==> src/rtl/cc_frame_driver.sv <==
// Streams a two-channel half-buffer frame into a pair of FFT AXIS ports, preceded by one config beat per channel.
// Optional macro CC_SYNC_CHECK_EN enables the sticky x/y tready mismatch detector on sync_err.
module cc_frame_driver #(
  parameter int          SAMPLE_W       = 10,
  parameter int          N_FFT          = 256,
  parameter logic [15:0] SCALE_SCHEDULE = 16'b01_01_01_01_01_01_01_10,
  parameter int          FWD            = 1
) (
  input  logic                            clk,
  input  logic                            reset,
  input  logic                            wr_en,
  input  logic [$clog2(N_FFT/2)-1:0]      wr_addr,
  input  logic [SAMPLE_W-1:0]             wr_x,
  input  logic [SAMPLE_W-1:0]             wr_y,
  input  logic                            start,
  output logic                            busy,
  output logic                            done,
  output logic                            x_cfg_tvalid,
  output logic                            y_cfg_tvalid,
  input  logic                            x_cfg_tready,
  input  logic                            y_cfg_tready,
  output logic [23:0]                     cfg_tdata,
  output logic [31:0]                     x_tdata,
  output logic [31:0]                     y_tdata,
  output logic                            x_tvalid,
  output logic                            y_tvalid,
  input  logic                            x_tready,
  input  logic                            y_tready,
  output logic                            x_tlast,
  output logic                            y_tlast,
  output logic                            sync_err
);

  localparam int HALF = N_FFT / 2;
  localparam int AW   = $clog2(HALF);
  localparam int KW   = $clog2(N_FFT);

  typedef enum logic [1:0] {S_IDLE, S_CONFIG, S_STREAM, S_DONE} state_t;

  state_t              state_q, state_d;
  logic [KW-1:0]       k_q, k_d;
  logic                x_cfg_tvalid_q, x_cfg_tvalid_d;
  logic                y_cfg_tvalid_q, y_cfg_tvalid_d;
  logic                x_tvalid_q, x_tvalid_d;
  logic                y_tvalid_q, y_tvalid_d;
  logic                tlast_q, tlast_d;
  logic [15:0]         x_re_q, x_re_d;
  logic [15:0]         y_re_q, y_re_d;

  logic [SAMPLE_W-1:0] xbuf [HALF];
  logic [SAMPLE_W-1:0] ybuf [HALF];
  logic [SAMPLE_W-1:0] x_rd_q, y_rd_q;
  logic [AW-1:0]       rd_addr;

  logic                cfg_done, beat_done, last_k, load;
  logic [KW-1:0]       ld_idx;

  assign cfg_done  = (!x_cfg_tvalid_q || x_cfg_tready) && (!y_cfg_tvalid_q || y_cfg_tready);
  assign beat_done = (!x_tvalid_q || x_tready) && (!y_tvalid_q || y_tready);
  assign last_k    = (k_q == KW'(N_FFT - 1));
  assign load      = ((state_q == S_CONFIG) && cfg_done) ||
                     ((state_q == S_STREAM) && beat_done && !last_k);
  // Index of the sample that the next load presents; its buffer word is already in x_rd_q/y_rd_q.
  assign ld_idx    = (state_q == S_STREAM) ? k_q + KW'(1) : '0;

  // Buffers are never reset; the read address looks one sample ahead so a new beat can load every cycle.
  always_ff @(posedge clk) begin
    if (state_q == S_IDLE && wr_en) begin
      xbuf[wr_addr] <= wr_x;
      ybuf[wr_addr] <= wr_y;
    end
    x_rd_q <= xbuf[rd_addr];
    y_rd_q <= ybuf[rd_addr];
  end

  always_ff @(posedge clk or posedge reset) begin
    if (reset) begin
      state_q        <= S_IDLE;
      k_q            <= '0;
      x_cfg_tvalid_q <= 1'b0;
      y_cfg_tvalid_q <= 1'b0;
      x_tvalid_q     <= 1'b0;
      y_tvalid_q     <= 1'b0;
      tlast_q        <= 1'b0;
      x_re_q         <= '0;
      y_re_q         <= '0;
    end else begin
      state_q        <= state_d;
      k_q            <= k_d;
      x_cfg_tvalid_q <= x_cfg_tvalid_d;
      y_cfg_tvalid_q <= y_cfg_tvalid_d;
      x_tvalid_q     <= x_tvalid_d;
      y_tvalid_q     <= y_tvalid_d;
      tlast_q        <= tlast_d;
      x_re_q         <= x_re_d;
      y_re_q         <= y_re_d;
    end
  end

  always_comb begin
    state_d = state_q;
    case (state_q)
      S_IDLE:   if (start) state_d = S_CONFIG;
      S_CONFIG: if (cfg_done) state_d = S_STREAM;
      S_STREAM: if (beat_done && last_k) state_d = S_DONE;
      S_DONE:   state_d = S_IDLE;
      default:  state_d = S_IDLE;
    endcase
  end

  always_comb begin
    x_cfg_tvalid_d = x_cfg_tvalid_q && !x_cfg_tready;
    y_cfg_tvalid_d = y_cfg_tvalid_q && !y_cfg_tready;
    x_tvalid_d     = x_tvalid_q && !x_tready;
    y_tvalid_d     = y_tvalid_q && !y_tready;
    tlast_d        = tlast_q;
    x_re_d         = x_re_q;
    y_re_d         = y_re_q;
    k_d            = k_q;
    if (state_q == S_IDLE && start) begin
      x_cfg_tvalid_d = 1'b1;
      y_cfg_tvalid_d = 1'b1;
    end
    if (load) begin
      x_tvalid_d = 1'b1;
      y_tvalid_d = 1'b1;
      k_d        = ld_idx;
      tlast_d    = (ld_idx == KW'(N_FFT - 1));
      // Upper half of the frame carries x, lower half carries y.
      x_re_d     = ld_idx[KW-1] ? 16'($signed(x_rd_q)) : 16'h0000;
      y_re_d     = ld_idx[KW-1] ? 16'h0000 : 16'($signed(y_rd_q));
    end
    if (state_q == S_STREAM && beat_done && last_k) begin
      tlast_d = 1'b0;
      k_d     = '0;
    end
    rd_addr = (state_d == S_STREAM) ? AW'(k_d + KW'(1)) : '0;
  end

  assign busy         = (state_q != S_IDLE);
  assign done         = (state_q == S_DONE);
  assign x_cfg_tvalid = x_cfg_tvalid_q;
  assign y_cfg_tvalid = y_cfg_tvalid_q;
  assign cfg_tdata    = {7'b0, SCALE_SCHEDULE, 1'(FWD)};
  assign x_tvalid     = x_tvalid_q;
  assign y_tvalid     = y_tvalid_q;
  assign x_tlast      = tlast_q;
  assign y_tlast      = tlast_q;
  assign x_tdata      = {16'h0000, x_re_q};
  assign y_tdata      = {16'h0000, y_re_q};

`ifdef CC_SYNC_CHECK_EN
  logic sync_err_q;

  always_ff @(posedge clk or posedge reset) begin
    if (reset) begin
      sync_err_q <= 1'b0;
    end else if (state_q == S_STREAM && x_tvalid_q && y_tvalid_q && (x_tready != y_tready)) begin
      sync_err_q <= 1'b1;
    end
  end

  assign sync_err = sync_err_q;
`else
  assign sync_err = 1'b0;
`endif

endmodule

==> config.mk <==
export PLATFORM = sky130hd
export DESIGN_NAME = cc_frame_driver
export DESIGN_NICKNAME = d
export VERILOG_FILES = /design/src/rtl/cc_frame_driver.sv
export SDC_FILE = /design/constraint.sdc
export NUM_CORES = 2
export LEC_CHECK = 0
export BUFFER_PORTS_ARGS = -buffer_cell sky130_fd_sc_hd__buf_2
export CORE_MARGIN = 2
export CORE_UTILIZATION = 25
export DETAILED_ROUTE_END_ITERATION = 12
export SYNTH_ARGS = -nofsm -noshare
export SYNTH_HDL_FRONTEND = slang
export SYNTH_SLANG_ARGS = --single-unit
==> constraint.sdc <==
create_clock -name clk -period 11.27 [get_ports clk]
set_input_delay 2.8175 -clock clk [delete_from_list [all_inputs] [get_ports clk]]
set_output_delay 2.8175 -clock clk [all_outputs]
set_load 0.01 [all_outputs]
; Yosys cells after proc, flatten, opt, wreduce, memory -nomap -nowiden
; Memory sizes are Yosys's and may differ from the RTL's. A register that Yosys moved wholly into a read port is not among the register bits.
; Index checks and enable logic that the tools add are counted.
[word_totals]
ram_bits = 2560
reg_bits = 47
n_memories = 2
output_inout_bits = 97
input_bits = 35
word_cells = 67
[op_classes]
addsub = 2
eq_ne = 6
n_reduce_logical = 30
muxes = 18
[memory_table]
columns = memory, depth, width, read_ports, rd_ports_with_merged_regs, write_ports, line
row1 = xbuf, 128, 10, 1, 1, 1, 50  ; logic [SAMPLE_W-1:0] xbuf [HALF];
row2 = ybuf, 128, 10, 1, 1, 1, 51  ; logic [SAMPLE_W-1:0] ybuf [HALF];
[op_table]
columns = cell, count
row1 = 16-bit two-way mux, 2
row2 = 8-bit two-way mux, 3
row3 = 8-bit == test (second input constant), 2
row4 = 1-bit logical AND, 13
row5 = 1-bit logical NOT, 9
row6 = 8-bit by 1-bit adder with 8-bit output (second input constant), 1
row7 = 1-bit two-way mux, 8
row8 = 2-bit case mux with 4 select lines, 1
row9 = 7-bit by 1-bit adder with 7-bit output (second input constant), 1
row10 = 7-bit two-way mux, 1
row11 = 2-bit == test (second input constant), 3
row12 = 2-bit two-way mux, 3
row13 = 1-bit logical OR, 5
row14 = 2-bit nonzero test, 2
row15 = 2-bit by 1-bit == test with 1-bit output (second input constant), 1
row16 = 2-bit logical NOT, 1

; Depth between registers and ports, before layout
[depth]
ltp_word = 10
mapped_depth = 28

; Worst setup path after synthesis
; Ideal clock, no wire load.
[synth_timing]
path_type = input to register
startpoint = input x_tready
endpoint = register x_rd_q[6] (read register of xbuf)
t_arrival_ps = 7240
path_slack_ps = 3908
path_stages = 25
setup_ps = 122
cell_sequence = nand2b_1 > clkbuf_1 > and3_1 > buf_2 > nor3_2 > nor2_2 > inv_2 > clkbuf_1 > clkbuf_1 > clkbuf_1 > buf_2 > ha_1 > buf_1 > nor2b_1 > nand4_1 > o41a_1 > a31o_2 > buf_2 > buf_2 > buf_2 > buf_1 > nand3_1 > a31oi_1 > o211ai_1 > o32a_1
[synth_between]
elab_chain_len = 9
word_cells_on_any_way = 14
cone_classes = add/sub: 1 / eq/ne: 1 / mux: 5 / reduce/logical: 7
[synth_rtl]
columns = item, line
row1 = from (decl), 27  ; input logic x_tready,
row2 = 1-bit logical OR (*), 59  ; assign beat_done = (!x_tvalid_q || x_tready) && (!y_tvalid_q || y_tready);
row3 = 1-bit logical AND (*), 59
row4 = 1-bit logical AND (*), "62, 133"
row5 = 1-bit logical AND, 62  ; ((state_q == S_STREAM) && beat_done && !last_k);
row6 = 1-bit logical OR, 61  ; assign load = ((state_q == S_CONFIG) && cfg_done) ||
row7 = 8-bit two-way mux, 124  ; if (load) begin
row8 = 8-bit two-way mux (*), 133  ; if (state_q == S_STREAM && beat_done && last_k) begin
row9 = named net k_d[0], 41  ; logic [KW-1:0] k_q, k_d;
row10 = 7-bit by 1-bit adder with 7-bit output (*), 137  ; rd_addr = (state_d == S_STREAM) ? AW'(k_d + KW'(1)) : '0;
row11 = 7-bit two-way mux (*), 137
row12 = to (decl), 52  ; logic [SAMPLE_W-1:0] x_rd_q, y_rd_q;
; The timed path passes the listed nets; every way through them passes the cells marked *.
; A chain may end at the register's enable or synchronous reset.

; Worst setup path in the final report
[layout_timing]
startpoint = input x_tready
endpoint = register y_rd_q[0] (read register of ybuf)
[layout_between]
elab_chain_len = 9
word_cells_on_any_way = 14
cone_classes = add/sub: 1 / eq/ne: 1 / mux: 5 / reduce/logical: 7
[layout_rtl]
columns = item, line
row1 = 1-bit logical OR (*), 59
row2 = 1-bit logical AND (*), 59
row3 = 1-bit logical AND, "62, 133"
row4 = 1-bit logical AND, 62
row5 = 1-bit logical OR, 61
row6 = 8-bit two-way mux, 124
row7 = 8-bit two-way mux, 133
row8 = 7-bit by 1-bit adder with 7-bit output, 137
row9 = 7-bit two-way mux (*), 137
row10 = to (decl), 52
; Mark *: on every way between the ends. The rest lies on a longest branch, timed or not.

==> run summary <==
largest net degree at the start of global routing: 150
met3 wire len: 38,850 um
syn_area_per_cell: 14.05 um2
Antenna Nets Post-Route: 0
pins over their slew limit: 0
prevailing post-synth register cell: edfxtp_1
Highest Clock Rate: 111.5 MHz
startpoint type of the worst setup path: input port
Max Cap Viol: 1
Root Driver: clkbuf_16
core footprint: 417,200 um2
layout cells sized above 1: 12.15%
area grow syn2layout: 15.75%
vias in the first global route: 63,286
cells after synthesis: 7,461
Final Core Density: 29.08%
Final Cell Area: 121,300 um2
Layout Skew: 0.07782 ns
slowest stage cell, crit path: nor4_2
Post-CTS Resized: 0
post-synth top area share: 73.34%
leak pwr: 38.00 nW
nets@finish: 7,559
Seq. cell area: 78,150 um2
WL final: 346,500 um
PD cells: 236.1 nW/um2
Die Wd: 651.5 um
status: finished, violations left
die area: 424,500 um2
total chip power: 0.02864 W
top layer in use: met5
Critical Path Sink Type: flip-flop
crit-path max FO: 113
Crit Path Category: input port to flip-flop
post-DR vias/cell: 5.144
grt ovf: 0
Hold WC Path Type: flip-flop to flip-flop
max_slew headroom: 1.401%
CTS buffer count: 290
VDD IR max: 0.3317 mV
setup bufs post-CTS: 0
IO Port Bufs: 74
CP arrival: 9.83 ns
RSZ-0062 raised after global routing: no
hold path cells: 2
sequential cell area fraction in the yosys report: 74.56%
Starting Density: 25.12%
worst slew pin tran: 1.467 ns
row count: 237
Tcrit/Tclk final: 79.59%
Max Root-Sink Buffers: 4
Initial DRT Pass Iterations: 6
Placement Cell Area: 112,700 um2
Synth Register Bits: 2,615
failing checks: max-capacitance violations
worst-skew pair later-pin latency: 0.94 ns
Worst-path clk slew: 0.06 ns
clock sink count: 2,615
met2 routed WL: 153,100 um
asr flop ratio synth: 1.338%
Synth top cells by count: edfxtp_1, nand2_1, nand3_1
Fin Hold WS: 0.4678 ns
CTS tree: yes
fillers: 41,304
detailed-route wire length on metal 1: 136,100 um
critical path, cell by cell: buf_2 > nand2b_1 > nand3_1 > nor3_4 > nor2_4 > inv_8 > ha_1 > nor2_1 > a31oi_1 > a31o_4 > buf_12 > nand2_1 > a32oi_1 > and3_1 > o21ai_0 > nor4_2 > o32a_1
Mapped Area: 104,800 um2
# setup viols final: 0
CTS Hold Bufs: 0
sum of negative setup slack: 0 ns
Synthesis Warnings: 0
unique cell type count in the Yosys netlist: 84
CP required: 12.13 ns
top cells by area, synth: edfxtp_1, nand2_1, o211ai_1
most common cell in the netlist: edfxtp_1
Reg2Reg Depth: 16
DR WL/cell: 26.17 um
Worst path max stage delay: 1.29 ns
Post-synth EDFFs: 2,560
total number of vias: 68,123
DP Wirelength: 198,900 um
crit path time final: 8.970 ns
gpl congestion: 0.9392
Synth area leader: edfxtp_1
GRT Overall Usage: 15.69%
num ports: 132
wire length of the first global-routing pass: 488,200 um
initial antenna violation count: 41
H-tree Lvls: 5
Hold Vio Cnt, Final: 0
footprint of the multi-input gates: 24,700 um2
Iter 0 DRT Violations: 10,646
Remaining DRCs: 0
Die Ht: 651.5 um
## area by class of cell
class | count | share of cell area (%)
Timing Repair Buffer | 352 | 2.386
Sequential cell | 2615 | 64.41
Antenna cell | 33 | 0.06806
Inverter | 8 | 0.03094
Clock buffer | 363 | 6.311
Multi-Input combinational cell | 4255 | 20.36
Clock inverter | 120 | 0.7682
Tap cell | 5497 | 5.669
## routing by layer
metal  global-route usage, %  vias up
met5                       0        -
met4                   7.484        8
met3                   3.697      696
met2                   23.68     4104
met1                   21.20    34532
li1                        -    28783
## through the flow
step                      std cells  setup slack [ns]
after global routing          13231             2.052
final                         13243             2.300
after global placement        12726             1.491
after CTS                     13210             2.422
after detailed placement      12727             1.475
after floorplan                7516             3.908
## path summary, 6_finish.rpt
check                                 startpoint                     to  slack, ns
setup / recovery                        x_tready      y_rd_q[0]$_DFF_P_       2.30
hold / removal             x_re_q[7]$_DFFE_PP0N_  x_re_q[7]$_DFFE_PP0N_       0.47
setup reg to reg            state_q[1]$_DFF_PP0_      y_rd_q[0]$_DFF_P_       3.30
hold reg to reg            x_re_q[7]$_DFFE_PP0N_  x_re_q[7]$_DFFE_PP0N_       0.47
max in group asynchronous                  reset       k_q[5]$_DFF_PP0_       8.82
min in group asynchronous                  reset       k_q[0]$_DFF_PP0_       2.04
## worst max-delay path, delay by kind of cell
| kind | cells | cell delay [ns] |
|---|---|---|
| AO/OA/AOI/OAI | 5 | 2.16 |
| buffers and inverters | 3 | 0.98 |
| AND/OR/NAND/NOR | 8 | 3.20 |
| adder cells (fa/ha/maj) | 1 | 0.44 |
## logic make-up after synthesis
family / after synthesis / synth area share [%]
buf+inv: 646 / 2.862
simple gates: 2850 / 12.44
mux: 178 / 1.859
flops: 2615 / 74.56
other cells: 2 / 0.007165
xor+xnor: 2 / 0.01671
fa+ha+maj: 2 / 0.02387
compound gates: 1166 / 8.233
## registers in the layout, summed over array words and instances (netlist names)
name          count
k_q               8
x_tvalid          1
y_tvalid          1
x_rd_q           10
y_cfg_tvalid      1
state_q           2
x_re_q           10
ybuf           1280
xbuf           1280
y_re_q           10
y_rd_q           10
x_tlast           1
x_cfg_tvalid      1
## cell usage in the layout (no fill, tap or decap), types with 79 or more instances in the layout
master / n
a21oi_1: 149
a311oi_1: 103
a31oi_1: 79
and3_1: 121
buf_4: 267
clkbuf_16: 295
edfxtp_1: 2560
mux2i_1: 157
nand2_1: 1357
nand3_1: 476
nor2_1: 150
nor2_2: 97
nor3_1: 146
o211ai_1: 330
o21ai_0: 115
or3_1: 287
## power by group
group / internal [W] / leakage [nW] / switching, W / total [W]
Sequential: 0.0108 / 23.6 / 0.000171 / 0.0109
Clock: 0.00508 / 4.20 / 0.00373 / 0.00881
Combinational: 0.00230 / 10.2 / 0.00658 / 0.00888
(Power assumes the default switching activity.)
